### config.mk
export PLATFORM = sky130hd
export DESIGN_NAME = id_stage_pipe_flat
export DESIGN_NICKNAME = d
export VERILOG_FILES = /design/src/rtl/id_stage_pipe_if.sv /design/src/rtl/id_stage_pipe.sv /design/src/flat_wrapper.sv
export SDC_FILE = /design/constraint.sdc
export NUM_CORES = 1
export LEC_CHECK = 0
export BUFFER_PORTS_ARGS = -buffer_cell sky130_fd_sc_hd__clkbuf_2
export CORE_UTILIZATION = 30
export CTS_CLUSTER_DIAMETER = 150
export DETAILED_ROUTE_END_ITERATION = 10
export PLACE_DENSITY = 0.57
export SETUP_SLACK_MARGIN = 0.5
export SKIP_LAST_GASP = 1
export SLEW_MARGIN = 20
export SYNTH_ARGS = -nofsm -noshare
export SYNTH_HDL_FRONTEND = slang
export SYNTH_SLANG_ARGS = --single-unit
### constraint.sdc
create_clock -name clk -period 3 [get_ports clk]
set_input_delay 0.45 -clock clk [delete_from_list [all_inputs] [get_ports clk]]
set_output_delay 0.45 -clock clk [all_outputs]
set_load 0.05 [all_outputs]
### src/rtl/id_stage_pipe_if.sv
// ID/EX output bus: the registered decode result plus its valid/ready handshake.
// The decode stage drives it as master; the execute stage consumes it as slave.
interface id_stage_pipe_if #(
    parameter int DATA_W   = 32,
    parameter int RADDR_W  = 5,
    parameter int ALUOP_W  = 8,
    parameter int ALUSEL_W = 3
);
    logic                out_valid;
    logic                out_ready;
    logic [ALUOP_W-1:0]  aluop_o;
    logic [ALUSEL_W-1:0] alusel_o;
    logic [DATA_W-1:0]   reg1_o;
    logic [DATA_W-1:0]   reg2_o;
    logic [RADDR_W-1:0]  wd_o;
    logic                wreg_o;
    logic [31:0]         pc_o;
    logic                instvalid_o;

    modport master (
        output out_valid, aluop_o, alusel_o, reg1_o, reg2_o,
               wd_o, wreg_o, pc_o, instvalid_o,
        input  out_ready
    );

    modport slave (
        input  out_valid, aluop_o, alusel_o, reg1_o, reg2_o,
               wd_o, wreg_o, pc_o, instvalid_o,
        output out_ready
    );
endinterface

### src/rtl/id_stage_pipe.sv
// Decode stage for the logic/shift instruction subset with an integrated ID/EX
// register. Operands come from the regfile or from NUM_FWD forwarding sources
// (index 0 youngest, highest priority); a load still in flight on a needed
// source stalls the stage and inserts a bubble towards EX.
module id_stage_pipe #(
    parameter int DATA_W  = 32,
    parameter int RADDR_W = 5,
    parameter int NUM_FWD = 2,
    parameter int CNT_W   = 16
) (
    input  logic                       clk,
    input  logic                       rst,
    // IF side
    input  logic                       in_valid,
    output logic                       in_ready,
    input  logic [31:0]                pc_i,
    input  logic [31:0]                inst_i,
    // regfile read ports
    output logic                       reg1_read_o,
    output logic [RADDR_W-1:0]         reg1_addr_o,
    input  logic [DATA_W-1:0]          reg1_data_i,
    output logic                       reg2_read_o,
    output logic [RADDR_W-1:0]         reg2_addr_o,
    input  logic [DATA_W-1:0]          reg2_data_i,
    // forwarding sources
    input  logic [NUM_FWD-1:0]         fwd_wreg_i,
    input  logic [NUM_FWD*RADDR_W-1:0] fwd_wd_i,
    input  logic [NUM_FWD*DATA_W-1:0]  fwd_wdata_i,
    input  logic [NUM_FWD-1:0]         fwd_load_i,
    input  logic                       flush_i,
    // EX side
    id_stage_pipe_if.master            ex_o,
    output logic [CNT_W-1:0]           stall_cnt_o
);

    // Opcode / function fields
    localparam logic [5:0] OP_SPECIAL = 6'b000000;
    localparam logic [5:0] OP_ANDI    = 6'b001100;
    localparam logic [5:0] OP_ORI     = 6'b001101;
    localparam logic [5:0] OP_XORI    = 6'b001110;
    localparam logic [5:0] OP_LUI     = 6'b001111;
    localparam logic [5:0] OP_PREF    = 6'b110011;

    localparam logic [5:0] FN_SLL  = 6'b000000;
    localparam logic [5:0] FN_SRL  = 6'b000010;
    localparam logic [5:0] FN_SRA  = 6'b000011;
    localparam logic [5:0] FN_SLLV = 6'b000100;
    localparam logic [5:0] FN_SRLV = 6'b000110;
    localparam logic [5:0] FN_SRAV = 6'b000111;
    localparam logic [5:0] FN_SYNC = 6'b001111;
    localparam logic [5:0] FN_AND  = 6'b100100;
    localparam logic [5:0] FN_OR   = 6'b100101;
    localparam logic [5:0] FN_XOR  = 6'b100110;
    localparam logic [5:0] FN_NOR  = 6'b100111;

    // EXE_*_OP codes
    localparam logic [7:0] EXE_NOP_OP = 8'b0000_0000;
    localparam logic [7:0] EXE_AND_OP = 8'b0010_0100;
    localparam logic [7:0] EXE_OR_OP  = 8'b0010_0101;
    localparam logic [7:0] EXE_XOR_OP = 8'b0010_0110;
    localparam logic [7:0] EXE_NOR_OP = 8'b0010_0111;
    localparam logic [7:0] EXE_SLL_OP = 8'b0111_1100;
    localparam logic [7:0] EXE_SRL_OP = 8'b0000_0010;
    localparam logic [7:0] EXE_SRA_OP = 8'b0000_0011;

    // EXE_RES_* codes
    localparam logic [2:0] EXE_RES_NOP   = 3'b000;
    localparam logic [2:0] EXE_RES_LOGIC = 3'b001;
    localparam logic [2:0] EXE_RES_SHIFT = 3'b010;

    // Instruction fields
    logic [5:0]         op;
    logic [5:0]         fn;
    logic [4:0]         sa;
    logic [RADDR_W-1:0] rs;
    logic [RADDR_W-1:0] rt;
    logic [RADDR_W-1:0] rd;
    logic [15:0]        imm16;

    assign op    = inst_i[31:26];
    assign fn    = inst_i[5:0];
    assign sa    = inst_i[10:6];
    assign rs    = RADDR_W'(inst_i[25:21]);
    assign rt    = RADDR_W'(inst_i[20:16]);
    assign rd    = RADDR_W'(inst_i[15:11]);
    assign imm16 = inst_i[15:0];

    // Decode results feeding the ID/EX register
    logic [7:0]         aluop_d;
    logic [2:0]         alusel_d;
    logic [RADDR_W-1:0] wd_d;
    logic               wreg_d;
    logic               instvalid_d;
    logic               read1_d;
    logic               read2_d;
    logic [DATA_W-1:0]  imm_d;
    logic [DATA_W-1:0]  reg1_d;
    logic [DATA_W-1:0]  reg2_d;

    // ID/EX register
    logic               out_valid_q;
    logic [7:0]         aluop_q;
    logic [2:0]         alusel_q;
    logic [DATA_W-1:0]  reg1_q;
    logic [DATA_W-1:0]  reg2_q;
    logic [RADDR_W-1:0] wd_q;
    logic               wreg_q;
    logic [31:0]        pc_q;
    logic               instvalid_q;
    logic [CNT_W-1:0]   stall_cnt_q;

    // Instruction decode: control fields, read enables and immediate
    always_comb begin
        aluop_d     = EXE_NOP_OP;
        alusel_d    = EXE_RES_NOP;
        wd_d        = rd;
        wreg_d      = 1'b0;
        instvalid_d = 1'b0;
        read1_d     = 1'b0;
        read2_d     = 1'b0;
        imm_d       = '0;
        case (op)
            OP_SPECIAL: begin
                case (fn)
                    FN_OR, FN_AND, FN_XOR, FN_NOR: begin
                        if (sa == 5'd0) begin
                            instvalid_d = 1'b1;
                            wreg_d      = 1'b1;
                            read1_d     = 1'b1;
                            read2_d     = 1'b1;
                            alusel_d    = EXE_RES_LOGIC;
                            case (fn)
                                FN_OR:   aluop_d = EXE_OR_OP;
                                FN_AND:  aluop_d = EXE_AND_OP;
                                FN_XOR:  aluop_d = EXE_XOR_OP;
                                default: aluop_d = EXE_NOR_OP;
                            endcase
                        end
                    end
                    FN_SLLV, FN_SRLV, FN_SRAV: begin
                        if (sa == 5'd0) begin
                            instvalid_d = 1'b1;
                            wreg_d      = 1'b1;
                            read1_d     = 1'b1;
                            read2_d     = 1'b1;
                            alusel_d    = EXE_RES_SHIFT;
                            case (fn)
                                FN_SLLV: aluop_d = EXE_SLL_OP;
                                FN_SRLV: aluop_d = EXE_SRL_OP;
                                default: aluop_d = EXE_SRA_OP;
                            endcase
                        end
                    end
                    FN_SYNC: begin
                        // Memory barrier: nothing to do in this pipeline
                        if (sa == 5'd0) begin
                            instvalid_d = 1'b1;
                        end
                    end
                    FN_SLL, FN_SRL, FN_SRA: begin
                        // Shift amount comes from sa, so the rs field must be zero
                        if (inst_i[25:21] == 5'd0) begin
                            instvalid_d = 1'b1;
                            wreg_d      = 1'b1;
                            read2_d     = 1'b1;
                            imm_d       = DATA_W'(sa);
                            alusel_d    = EXE_RES_SHIFT;
                            case (fn)
                                FN_SLL:  aluop_d = EXE_SLL_OP;
                                FN_SRL:  aluop_d = EXE_SRL_OP;
                                default: aluop_d = EXE_SRA_OP;
                            endcase
                        end
                    end
                    default: ;
                endcase
            end
            OP_ORI, OP_ANDI, OP_XORI, OP_LUI: begin
                instvalid_d = 1'b1;
                wreg_d      = 1'b1;
                wd_d        = rt;
                read1_d     = 1'b1;
                alusel_d    = EXE_RES_LOGIC;
                imm_d       = DATA_W'(imm16);
                case (op)
                    OP_ANDI: aluop_d = EXE_AND_OP;
                    OP_XORI: aluop_d = EXE_XOR_OP;
                    OP_LUI: begin
                        aluop_d = EXE_OR_OP;
                        imm_d   = DATA_W'({imm16, 16'h0000});
                    end
                    default: aluop_d = EXE_OR_OP;
                endcase
            end
            OP_PREF: begin
                // Prefetch hint is accepted but has no effect
                instvalid_d = 1'b1;
            end
            default: ;
        endcase
    end

    assign reg1_read_o = read1_d;
    assign reg2_read_o = read2_d;
    assign reg1_addr_o = rs;
    assign reg2_addr_o = rt;

    // Per read port: find the winning forwarding source and resolve the operand.
    // Port 0 uses rs / regfile port 1, port 1 uses rt / regfile port 2.
    logic [1:0]        port_hazard;
    logic [DATA_W-1:0] port_data [2];

    generate
        for (genvar gi = 0; gi < 2; gi++) begin : g_port
            logic [RADDR_W-1:0] addr;
            logic               rd_en;
            logic [DATA_W-1:0]  rf_data;
            logic               hit;
            logic               hit_load;
            logic [DATA_W-1:0]  hit_data;

            assign addr    = (gi == 0) ? rs : rt;
            assign rd_en   = (gi == 0) ? read1_d : read2_d;
            assign rf_data = (gi == 0) ? reg1_data_i : reg2_data_i;

            // Scan from oldest to youngest so the lowest matching index wins
            always_comb begin
                hit      = 1'b0;
                hit_load = 1'b0;
                hit_data = '0;
                for (int k = NUM_FWD - 1; k >= 0; k--) begin
                    if (fwd_wreg_i[k] && (fwd_wd_i[k*RADDR_W +: RADDR_W] == addr)) begin
                        hit      = 1'b1;
                        hit_load = fwd_load_i[k];
                        hit_data = fwd_wdata_i[k*DATA_W +: DATA_W];
                    end
                end
            end

            // $0 is hardwired zero and never forwarded; unread ports carry the immediate
            always_comb begin
                port_hazard[gi] = 1'b0;
                if (!rd_en) begin
                    port_data[gi] = imm_d;
                end else if (addr == '0) begin
                    port_data[gi] = '0;
                end else if (hit) begin
                    port_data[gi]   = hit_data;
                    port_hazard[gi] = hit_load;
                end else begin
                    port_data[gi] = rf_data;
                end
            end
        end
    endgenerate

    assign reg1_d = port_data[0];
    assign reg2_d = port_data[1];

    logic hazard;
    logic accept;

    assign hazard   = |port_hazard;
    assign in_ready = rst && !flush_i && !hazard && (!out_valid_q || ex_o.out_ready);
    assign accept   = in_valid && in_ready;

    // ID/EX register: flush, then accept, then drain to a bubble, else hold
    always_ff @(posedge clk or negedge rst) begin
        if (!rst) begin
            out_valid_q <= 1'b0;
            aluop_q     <= EXE_NOP_OP;
            alusel_q    <= EXE_RES_NOP;
            reg1_q      <= '0;
            reg2_q      <= '0;
            wd_q        <= '0;
            wreg_q      <= 1'b0;
            pc_q        <= '0;
            instvalid_q <= 1'b0;
        end else if (flush_i) begin
            out_valid_q <= 1'b0;
        end else if (accept) begin
            out_valid_q <= 1'b1;
            aluop_q     <= aluop_d;
            alusel_q    <= alusel_d;
            reg1_q      <= reg1_d;
            reg2_q      <= reg2_d;
            wd_q        <= wd_d;
            wreg_q      <= wreg_d;
            pc_q        <= pc_i;
            instvalid_q <= instvalid_d;
        end else if (ex_o.out_ready) begin
            out_valid_q <= 1'b0;
        end
    end

    // Load-use stall counter, saturating at all-ones
    always_ff @(posedge clk or negedge rst) begin
        if (!rst) begin
            stall_cnt_q <= '0;
        end else if (in_valid && hazard && !flush_i && (stall_cnt_q != '1)) begin
            stall_cnt_q <= stall_cnt_q + 1'b1;
        end
    end

    assign ex_o.out_valid   = out_valid_q;
    assign ex_o.aluop_o     = aluop_q;
    assign ex_o.alusel_o    = alusel_q;
    assign ex_o.reg1_o      = reg1_q;
    assign ex_o.reg2_o      = reg2_q;
    assign ex_o.wd_o        = wd_q;
    assign ex_o.wreg_o      = wreg_q;
    assign ex_o.pc_o        = pc_q;
    assign ex_o.instvalid_o = instvalid_q;
    assign stall_cnt_o      = stall_cnt_q;

endmodule

### src/flat_wrapper.sv
// flat-port wrapper written by rule: the top's interface ports become plain ports
module id_stage_pipe_flat 
#(
    parameter int DATA_W  = 32,
    parameter int RADDR_W = 5,
    parameter int NUM_FWD = 2,
    parameter int CNT_W   = 16
)
  (clk, rst, in_valid, in_ready, pc_i, inst_i, reg1_read_o, reg1_addr_o, reg1_data_i, reg2_read_o, reg2_addr_o, reg2_data_i, fwd_wreg_i, fwd_wd_i, fwd_wdata_i, fwd_load_i, flush_i, stall_cnt_o, ex_o_out_valid, ex_o_aluop_o, ex_o_alusel_o, ex_o_reg1_o, ex_o_reg2_o, ex_o_wd_o, ex_o_wreg_o, ex_o_pc_o, ex_o_instvalid_o, ex_o_out_ready);
  id_stage_pipe_if #(.DATA_W(DATA_W), .RADDR_W(RADDR_W)) ex_o_i ();
  input  logic clk;
  input  logic rst;
  input  logic in_valid;
  output logic in_ready;
  input  logic [31:0] pc_i;
  input  logic [31:0] inst_i;
  output logic reg1_read_o;
  output logic [RADDR_W-1:0] reg1_addr_o;
  input  logic [DATA_W-1:0] reg1_data_i;
  output logic reg2_read_o;
  output logic [RADDR_W-1:0] reg2_addr_o;
  input  logic [DATA_W-1:0] reg2_data_i;
  input  logic [NUM_FWD-1:0] fwd_wreg_i;
  input  logic [NUM_FWD*RADDR_W-1:0] fwd_wd_i;
  input  logic [NUM_FWD*DATA_W-1:0] fwd_wdata_i;
  input  logic [NUM_FWD-1:0] fwd_load_i;
  input  logic flush_i;
  output logic [CNT_W-1:0] stall_cnt_o;
  output wire logic [$bits(ex_o_i.out_valid)-1:0] ex_o_out_valid;
  output wire logic [$bits(ex_o_i.aluop_o)-1:0] ex_o_aluop_o;
  output wire logic [$bits(ex_o_i.alusel_o)-1:0] ex_o_alusel_o;
  output wire logic [$bits(ex_o_i.reg1_o)-1:0] ex_o_reg1_o;
  output wire logic [$bits(ex_o_i.reg2_o)-1:0] ex_o_reg2_o;
  output wire logic [$bits(ex_o_i.wd_o)-1:0] ex_o_wd_o;
  output wire logic [$bits(ex_o_i.wreg_o)-1:0] ex_o_wreg_o;
  output wire logic [$bits(ex_o_i.pc_o)-1:0] ex_o_pc_o;
  output wire logic [$bits(ex_o_i.instvalid_o)-1:0] ex_o_instvalid_o;
  input wire logic [$bits(ex_o_i.out_ready)-1:0] ex_o_out_ready;
  assign ex_o_out_valid = ex_o_i.out_valid;
  assign ex_o_aluop_o = ex_o_i.aluop_o;
  assign ex_o_alusel_o = ex_o_i.alusel_o;
  assign ex_o_reg1_o = ex_o_i.reg1_o;
  assign ex_o_reg2_o = ex_o_i.reg2_o;
  assign ex_o_wd_o = ex_o_i.wd_o;
  assign ex_o_wreg_o = ex_o_i.wreg_o;
  assign ex_o_pc_o = ex_o_i.pc_o;
  assign ex_o_instvalid_o = ex_o_i.instvalid_o;
  assign ex_o_i.out_ready = ex_o_out_ready;
  id_stage_pipe #(.DATA_W(DATA_W), .RADDR_W(RADDR_W), .NUM_FWD(NUM_FWD), .CNT_W(CNT_W)) u_core (.clk(clk), .rst(rst), .in_valid(in_valid), .in_ready(in_ready), .pc_i(pc_i), .inst_i(inst_i), .reg1_read_o(reg1_read_o), .reg1_addr_o(reg1_addr_o), .reg1_data_i(reg1_data_i), .reg2_read_o(reg2_read_o), .reg2_addr_o(reg2_addr_o), .reg2_data_i(reg2_data_i), .fwd_wreg_i(fwd_wreg_i), .fwd_wd_i(fwd_wd_i), .fwd_wdata_i(fwd_wdata_i), .fwd_load_i(fwd_load_i), .flush_i(flush_i), .ex_o(ex_o_i), .stall_cnt_o(stall_cnt_o));
endmodule
==> run_results.csv, run 1 <==
group,metric,value,unit
outcome,status,"complete, no violations",
timing,rsz0062_at_grt,"yes",
floorplan,start_util,30.6,%
synth,synthArstFlopShare,100,%
synth,synth-compound-area-share,11.6,%
timing,fin_setup_tns,0,ns
finish,n_antenna_cell,0,
floorplan,dieArea,25400,um2
floorplan,rows,57,
route,drc,0,
worst_setup_path,cp-end-kind,"output pin",
timing,fmax,0.386,GHz
finish,final_util,43.0,%
finish,final_cells,1404,
timing,setup_viol,0,
global_routing,grt_max_degree,100,
synth,synth_top_family_by_area,"multiplexers",
worst_setup_path,worstPathArrival,2.14,ns
synth,synth_mux_area_share,25.5,%
finish,fin_nets,1280,
route,vias,6848,
cts,cts_tree,"yes",
worst_setup_path,worst_path_max_delay_cell,"a2111o_1",
place,dpl.cell_count,1367,
worst_setup_path,start_kind,"primary input",
finish,layout-drive-gt1-share,44.8,%
route,via_per_inst,4.88,
timing,max_slew_margin,53.9,%
floorplan,die_w,159,um
timing,slew_viol_final,0,
synth,netlist_area,7420,um2
synth,synth_edf_count,0,
worst_setup_path,critical_path_required,2.55,ns
synth,postSynthCellCount,717,
global_routing,antenna_found_initial,0,
pwr,max-vdd-ir-drop,284,uV
cts,cts_made_buffers,17,
pwr,p_per_area,530,nW/um2
cts,htreeDepth,4,
route,drtIter0Drc,283,
synth,ys_seq_elements,126,
floorplan,die_y,159,um
global_routing,grt_pass1_wl,40000,um
timing,fin_crit_sh,86.4,%
finish,fillers,2438,
synth,synthXorXnorAreaFrac,3.54,%
route,firstDrtPassIters,4,
place,place.port_buffers,352,
route,routed_wl,26500,um
route,wl_per_cell,18.8,um
floorplan,ios,355,
floorplan,core_area,24200,um2
cts,cts_root_buf,"clkbuf_16",
min_path,holdCritPathClass,"in -> reg",
finish,fin_area,10400,um2
route,drtAntennaViolNets,0,
synth,synth.distinct_cells,47,
timing,hold-worst-slack,0.245,ns
cts,clock_path_buffers,2,
timing,hold_viol_final,0,
synth,syn_area_per_cell,10.3,um2
cts,cts_sinks,126,
synth,synth-warning-count,0,
worst_setup_path,crit_chain,"clkbuf_2, nor2b_1, a2111o_1, nor4_2, mux2i_1, o32a_4, and4b_2, buf_12",
finish,syn_to_final_growth,40.4,%
worst_setup_path,crit_family,"compound AO/OA/AOI/OAI gates",
timing,min_period,2.59,ns
synth,synth-simple-area-share,9.70,%
synth,synth_seq_area_share,42.5,%
worst_setup_path,path_max_fanout,6,
synth,synthFlopType,"dfrtp_1",
timing,worst_pin_slew,0.691,ns
worst_setup_path,path_class,"in -> out",
place,routabilityCongestion,0.830,
pwr,p_leak,5.22,nW
synth,synth_fa_ha_area_share,0.169,%
place,dp_hpwl,20400,um
place,dpl-instance-area,9650,um2
worst_setup_path,slowest_delay,0.42,ns
worst_setup_path,path_buf_inv,2,
cts,path_clk_slew,0.06,ns
global_routing,grt_use_total,20.9,%
job,max-cap-violations,0,
global_routing,grt_overflow,0,
global_routing,grt_pass1_vias,6690,
timing,fin_skew,0.00793,ns
cts,clkLatencyLatePin,0.41,ns
what timing repair did:
item / 4_1_cts / 5_1_grt
endpoints found under the hold margin: 27 / 0
endpoints found under the setup margin: 1 / 1
hold buffers: 1 / 0
buffers inserted: 2 / 3
resized for setup: 7 / 11
pin swaps: 3 / 8
sequential cells by signal, indices dropped and copies added, names as in the netlist:
signal	count
u_core.ex_o.pc_o	32
u_core.ex_o.alusel_o	2
u_core.ex_o.reg2_o	32
u_core.stall_cnt_o	16
u_core.ex_o.out_valid	1
u_core.ex_o.wreg_o	1
u_core.ex_o.instvalid_o	1
u_core.ex_o.aluop_o	4
u_core.ex_o.reg1_o	32
u_core.ex_o.wd_o	5
worst paths after layout:
path / from / cells past startpoint / endpoint / slack, ns
worst max-delay path: inst_i[20] / 8 / in_ready / 0.41
worst min-delay path: pc_i[18] / 2 / u_core.ex_o.pc_o[18] / 0.25
worst max register to register: u_core.stall_cnt_o[5] / 7 / u_core.stall_cnt_o[1] / 0.82
worst min register to register: u_core.ex_o.alusel_o[0] / 1 / u_core.ex_o.alusel_o[0] / 0.49
max in group asynchronous: rst / 3 / u_core.ex_o.reg1_o[20] / 1.66
min in group asynchronous: rst / 2 / u_core.ex_o.reg2_o[21] / 0.51
cell families (layout without fill, tap and decap cells):
family,after synthesis,in the layout
XOR/XNOR,30,30
other,1,2
AND/OR/NAND/NOR,148,148
buffers and inverters,102,464
adder cells (fa/ha/maj),1,1
multiplexers,179,179
flip-flops,126,126
AO/OA/AOI/OAI,130,130
routing by layer:
layer / part of all wire, % / wire [um] / track usage (%)
met4: 2.2 / 582 / 6.95
met2: 47 / 12500 / 33.8
met5: 0 / 0 / 0
met3: 6.0 / 1580 / 4.77
met1: 44 / 11800 / 27.6
Yosys cell counts (2+ instances only):
library cell / count / area share [%]
dfrtp_1: 126 / 43
mux2i_1: 102 / 14
nor2_1: 71 / 3.6
a211oi_1: 59 / 6.0
a21oi_1: 43 / 2.9
inv_1: 41 / 2.1
mux2_2: 41 / 6.2
mux2_1: 36 / 5.5
xor2_1: 27 / 3.2
clkbuf_1: 21 / 1.1
buf_4: 20 / 2.0
nand2_1: 17 / 0.86
buf_2: 12 / 0.81
nand3_1: 12 / 0.81
nor3_1: 10 / 0.67
o21ai_0: 10 / 0.67
nor4_1: 9 / 0.76
a31oi_1: 7 / 0.59
nand2b_1: 7 / 0.59
buf_6: 6 / 0.91
and3_1: 4 / 0.34
nor3b_1: 4 / 0.40
nand4_1: 3 / 0.25
nor4_2: 3 / 0.51
xnor2_1: 3 / 0.35
buf_1: 2 / 0.10
cell type report:
type                       count  area [um2]  share of cell area [%]
inverter                      41         158                    1.51
tap                          324         405                    3.89
multi-input combinational    490        3850                    37.0
timing repair buffer         392        2200                    21.1
sequential                   126        3150                    30.3
clock buffer                  19         443                    4.25
clock inverter                12         209                    2.01
stage by stage:
step,power [mW],setup WS [ns]
after floorplan,2.76,0.293
after global placement,3.21,0.0530
after detailed placement,3.22,0.139
after CTS,5.58,0.386
after global routing,5.74,0.340
final,5.52,0.408
cell usage in the layout (no fill, tap or decap), types with 10 or more instances in the layout:
master / Yosys / layout
buf_4: 20 / 32
mux2_2: 41 / 41
mux2i_1: 102 / 102
inv_1: 41 / 40
a211oi_1: 59 / 59
a21oi_1: 43 / 43
xor2_1: 27 / 27
dfrtp_1: 126 / 126
mux2_1: 36 / 36
clkbuf_2: 0 / 346
clkbuf_16: 0 / 17
nand3_1: 12 / 11
o21ai_0: 10 / 10
nor2_1: 71 / 71
nand2_1: 17 / 15
where the power goes:
part           switching [mW]  total, mW  internal [mW]
registers              0.0695       1.91           1.84
logic                   0.903       1.29          0.384
clock network           0.829       2.33           1.50
total                    1.80       5.52           3.72
Note: power is estimated with default switching activity, not from simulation.
==> inputs of run 2 (changes only) <==
--- a/config.mk
+++ b/config.mk
@@ -6,10 +6,11 @@
 export NUM_CORES = 1
 export LEC_CHECK = 0
 export BUFFER_PORTS_ARGS = -buffer_cell sky130_fd_sc_hd__clkbuf_2
-export CORE_UTILIZATION = 30
+export CAP_MARGIN = 30
+export CORE_UTILIZATION = 37
 export CTS_CLUSTER_DIAMETER = 150
 export DETAILED_ROUTE_END_ITERATION = 10
-export PLACE_DENSITY = 0.57
+export PLACE_DENSITY = 0.67
 export SETUP_SLACK_MARGIN = 0.5
 export SKIP_LAST_GASP = 1
 export SLEW_MARGIN = 20
==> run_results.csv, run 2 (synthesized netlist as in run 1, its figures left out) <==
group,metric,value,unit
outcome,status,"complete, no violations",
cts,cts_root_buf,"clkbuf_16",
worst_setup_path,crit_chain,"buf_12, xor2_1, a2111o_1, nor4_2, mux2i_1, o32a_4, and4b_1, buf_8",
floorplan,die_y,144,um
global_routing,grt_max_degree,120,
worst_setup_path,worst_path_max_delay_cell,"a2111o_1",
route,top_layer,"met4",
finish,fin_area,10600,um2
cts,cts_sinks,126,
global_routing,grt_overflow,0,
global_routing,grt_pass1_vias,6495,
timing,rsz0062_at_grt,"yes",
pwr,p_leak,5.35,nW
route,routed_wl,26300,um
cts,path_clk_slew,0.06,ns
worst_setup_path,crit_family,"compound AO/OA/AOI/OAI gates",
place,place.port_buffers,352,
route,vias,6958,
min_path,holdCritPathClass,"in -> reg",
worst_setup_path,worstPathArrival,2.14,ns
finish,layout-drive-gt1-share,45.5,%
finish,final_util,54.2,%
route,dr_wl_met3,1660,um
timing,hold_viol_final,0,
finish,fin_nets,1293,
route,drtIter0Drc,375,
route,wl_met1,10900,um
route,drtAntennaViolNets,0,
finish,syn_to_final_growth,42.6,%
cts,cts_made_buffers,17,
finish,n_antenna_cell,0,
timing,setup_ws,0.407,ns
timing,hold-worst-slack,0.236,ns
cts,htreeDepth,4,
pwr,max-vdd-ir-drop,361,uV
pwr,power,5.52,mW
route,wl_per_cell,19.3,um
worst_setup_path,slowest_delay,0.40,ns
worst_setup_path,critical_path_required,2.55,ns
floorplan,rows,51,
floorplan,dieArea,20600,um2
place,routabilityCongestion,0.841,
timing,fin_setup_tns,0,ns
timing,min_period,2.59,ns
pwr,p_per_area,522,nW/um2
timing,worst_pin_slew,0.685,ns
finish,final_common_cell,"clkbuf_2",
place,dpl-instance-area,9590,um2
cts,clkLatencyLatePin,0.42,ns
timing,fin_crit_sh,86.4,%
worst_setup_path,path_class,"in -> out",
worst_setup_path,path_max_fanout,4,
place,dp_worst_setup_slack,-0.00378,ns
route,firstDrtPassIters,4,
worst_setup_path,path_buf_inv,2,
floorplan,core_area,19500,um2
worst_setup_path,cp-end-kind,"output pin",
floorplan,start_util,38.0,%
global_routing,grt_pass1_wl,37000,um
route,drc,0,
cts,clock_path_buffers,2,
global_routing,antenna_found_initial,0,
timing,fmax,0.386,GHz
finish,final_cells,1359,
timing,fin_skew,0.00992,ns
finish,final_cell_mix,"341 x clkbuf_2, 126 x dfrtp_1, 101 x mux2i_1, 70 x nor2_1, 59 x a211oi_1",
timing,max_slew_margin,54.3,%
global_routing,grt_use_total,24.5,%
floorplan,ios,355,
worst_setup_path,start_kind,"primary input",
route,via_per_inst,5.12,
route,routed-wl-met2,13200,um
place,dp_hpwl,19500,um
cts,cts_tree,"yes",
timing,setup_viol,0,
floorplan,die_w,144,um
timing,slew_viol_final,0,
place,dpl.cell_count,1311,
job,max-cap-violations,0,
[run 2: final cells by class]
class | count | area, um2
timing repair buffer | 404 | 2420
inverter | 41 | 158
tap | 265 | 332
clock inverter | 13 | 211
multi-input combinational | 491 | 3870
fill | 1801 | 8950
clock buffer | 19 | 433
sequential | 126 | 3150
[run 2: worst register-to-register path, stage by stage, from the launching register on]
cell and delay, ns:
dfrtp_1 0.48, nand3_1 0.12, nor2_1 0.20, nand3_1 0.18, nor2_1 0.16, a41o_1 0.50
nor2_1 0.14, mux2_2 0.30
[run 2: where the power goes]
group / total (mW) / internal (mW) / leakage (nW) / switching (mW)
combinational: 1.32 / 0.405 / 3.37 / 0.910
sequential: 1.91 / 1.84 / 1.67 / 0.0723
clock: 2.30 / 1.48 / 0.312 / 0.816
total: 5.52 / 3.72 / 5.35 / 1.80
[run 2: repair_timing]
action	4_1_cts	5_1_grt
hold buffers	1	0
endpoints found under the setup margin	2	40
endpoints found under the hold margin	7	0
buffers inserted	3	7
gates resized for setup	7	39
pin swaps	5	9
cloned	0	5
[run 2: per-layer routing]
layer | up-vias | GRT usage (%)
met4 | 0 | 9.07
met2 | 286 | 42.1
met3 | 33 | 5.83
met1 | 3346 | 29.6
met5 | - | 0
li1 | 3293 | -
[run 2: worst paths after layout]
kind                                  startpoint                      to  slack (ns)  cells after the start
max                                   inst_i[17]                in_ready        0.41                      8
min                                     pc_i[19]    u_core.ex_o.pc_o[19]        0.24                      2
max reg2reg                u_core.stall_cnt_o[8]   u_core.stall_cnt_o[1]        0.80                      7
min reg2reg                 u_core.ex_o.pc_o[11]    u_core.ex_o.pc_o[11]        0.49                      1
max in group asynchronous                    rst  u_core.ex_o.reg2_o[12]        1.71                      3
min in group asynchronous                    rst    u_core.ex_o.pc_o[18]        0.40                      2
==> inputs of run 3 (changes only) <==
--- a/config.mk
+++ b/config.mk
@@ -5,13 +5,13 @@
 export SDC_FILE = /design/constraint.sdc
 export NUM_CORES = 1
 export LEC_CHECK = 0
-export BUFFER_PORTS_ARGS = -buffer_cell sky130_fd_sc_hd__clkbuf_2
 export CAP_MARGIN = 30
 export CORE_UTILIZATION = 37
 export CTS_CLUSTER_DIAMETER = 150
 export DETAILED_ROUTE_END_ITERATION = 10
-export PLACE_DENSITY = 0.67
-export SETUP_SLACK_MARGIN = 0.5
+export DONT_BUFFER_PORTS = 1
+export GPL_TIMING_DRIVEN = 0
+export PLACE_DENSITY = 0.52
 export SKIP_LAST_GASP = 1
 export SLEW_MARGIN = 20
 export SYNTH_ARGS = -nofsm -noshare
==> run_results.csv, run 3 (synthesized netlist as in run 1, its figures left out) <==
group,metric,value,unit
place,place.port_buffers,0,
floorplan,core_area,19500,um2
cts,clkLatencyLatePin,0.42,ns
timing,fin_crit_sh,95.1,%
route,drtIter0Drc,291,
timing,hold-worst-slack,-0.275,ns
floorplan,start_util,38.0,%
place,dp_hpwl,20300,um
finish,final_cells,1018,
timing,fmax,0.351,GHz
worst_setup_path,path_max_fanout,8,
min_path,holdCritPathClass,"in -> async",
finish,final_common_cell,"dfrtp_1",
floorplan,rows,51,
worst_setup_path,critical_path_required,2.55,ns
timing,setup_viol,0,
worst_setup_path,crit_chain,"or3b_1, nand4_1, a21o_4, clkinvlp_4, o21ai_4, o32a_4, and4b_1, buf_4",
job,max-cap-violations,0,
finish,layout-drive-gt1-share,17.0,%
cts,cts_made_buffers,17,
worst_setup_path,slowest_delay,0.38,ns
timing,fin_skew,0.00582,ns
worst_setup_path,start_kind,"primary input",
finish,fillers,1939,
global_routing,top_usage_layer,"met2",
global_routing,grt_use_total,25.2,%
route,drc,0,
pwr,power.switching,1.63,mW
floorplan,die_w,144,um
worst_setup_path,reg2reg_from,"u_core.stall_cnt_o[5]",
pwr,netSwitchingFraction,31.4,%
route,firstDrtPassIters,4,
global_routing,grt_pass1_wl,37100,um
worst_setup_path,ff2ff_setup_slack,0.27,ns
route,wl_per_cell,25.4,um
timing,slew_viol_final,0,
worst_setup_path,worst_path_max_delay_cell,"or3b_1",
route,via_per_inst,5.58,
finish,seq_area,3150,um2
global_routing,grtUsageMet2,44.3,%
cts,htreeDepth,4,
route,drtAntennaViolNets,0,
timing,min_period,2.85,ns
worst_setup_path,path_class,"in -> out",
outcome,status,"complete, but fails checks",
worst_setup_path,worstPathArrival,2.40,ns
finish,syn_to_final_growth,14.5,%
cts,clock_path_buffers,2,
global_routing,grt_util_met3,7.90,%
route,vias,5678,
floorplan,dieArea,20600,um2
pwr,p_int,3.56,mW
global_routing,antenna_found_initial,0,
place,dp_worst_setup_slack,-0.714,ns
timing,setup_ws,0.148,ns
worst_setup_path,crit_family,"simple AND/OR/NAND/NOR gates",
global_routing,grt_overflow,0,
pwr,pwr-share-seq,46.7,%
pwr,max-vdd-ir-drop,348,uV
global_routing,met1_usage,28.6,%
worst_setup_path,cp-end-kind,"output pin",
outcome,violations,"negative hold slack",
pwr,p_clk_share,45.6,%
pwr,comb_power_share,7.8,%
pwr,p_leak,3.71,nW
worst_setup_path,path_buf_inv,2,
timing,rsz0062_at_grt,"no",
global_routing,grt_pass1_vias,5958,
global_routing,grt_max_degree,129,
timing,worst_pin_slew,0.844,ns
floorplan,ios,355,
timing,hold_viol_final,126,
finish,fin_nets,952,
place,dpl.cell_count,983,
cts,cts_sinks,126,
pwr,p_per_area,611,nW/um2
route,routed_wl,25900,um
timing,max_slew_margin,43.4,%
place,routabilityCongestion,0.836,
finish,final_cell_mix,"126 x dfrtp_1, 102 x mux2i_1, 71 x nor2_1, 59 x a211oi_1, 43 x a21oi_1",
cts,cts_root_buf,"clkbuf_16",
cts,path_clk_slew,0.06,ns
finish,n_antenna_cell,0,
floorplan,die_y,144,um
worst_setup_path,cp-startpoint,"inst_i[1]",
cts,cts_tree,"yes",
finish,multi_input_area,3790,um2
run 3: cell types whose count changed in the layout (fill, tap and decap cells not counted), sizes merged:
| cell | previous run | this run |
|---|---|---|
| clkbuf | 366 | 41 |
| clkinvlp | 2 | 3 |
| inv | 42 | 43 |
| clkinv | 5 | 2 |
| dlygate4sd3 | 1 | 0 |
| nand2 | 19 | 18 |
| buf | 56 | 43 |
run 3: routing by layer:
metal / share of wire, % / routed length [um]
met1: 39 / 10000
met2: 51 / 13100
met3: 8.7 / 2250
met4: 1.7 / 442
met5: 0 / 0
run 3: final cells by class:
class,count,area share (%)
flip-flops and latches,126,37.1
clock buffers,20,5.49
well taps,265,3.90
inverters,41,1.86
clock inverters,12,2.42
plain buffers,61,4.32
repair buffers,3,0.265
multi-input cells,490,44.6
run 3: worst paths after layout:
path | endpoint | cells after the start
setup / recovery | in_ready | 8
max in group asynchronous | u_core.ex_o.reg2_o[31] | 0
min in group clk | u_core.ex_o.out_valid | 1
hold reg to reg | u_core.ex_o.reg2_o[2] | 2
setup reg to reg | u_core.stall_cnt_o[6] | 8
hold / removal | u_core.stall_cnt_o[10] | 0
run 3: per-stage QoR:
step | total power, mW | instance area (um2) | util, % | TNS (ns)
CTS | 5.25 | 8470 | 43.4 | 0
finish | 5.19 | 8490 | 43.5 | 0
global placement | 2.84 | 7760 | 39.7 | -71.54
floorplan | 2.75 | 7420 | - | 0
global route | 5.38 | 8490 | 43.5 | 0
detailed placement | 2.86 | 7760 | 39.7 | -74.25
run 3: power groups by stage:
stage,sequential [mW],clock [mW],combinational [mW]
global placement,2.45,0,0.391
global route,2.44,2.49,0.444
detailed placement,2.46,0,0.405
finish,2.42,2.37,0.403
CTS,2.43,2.41,0.407
floorplan,2.42,0,0.334
run 3: repair_timing:
item | in CTS | in global routing
gates resized for setup | 6 | 3
endpoints found under the setup margin | 108 | 1
setup buffers | 1 | 2
pin swaps | 0 | 3
endpoints found under the hold margin | 126 | 126
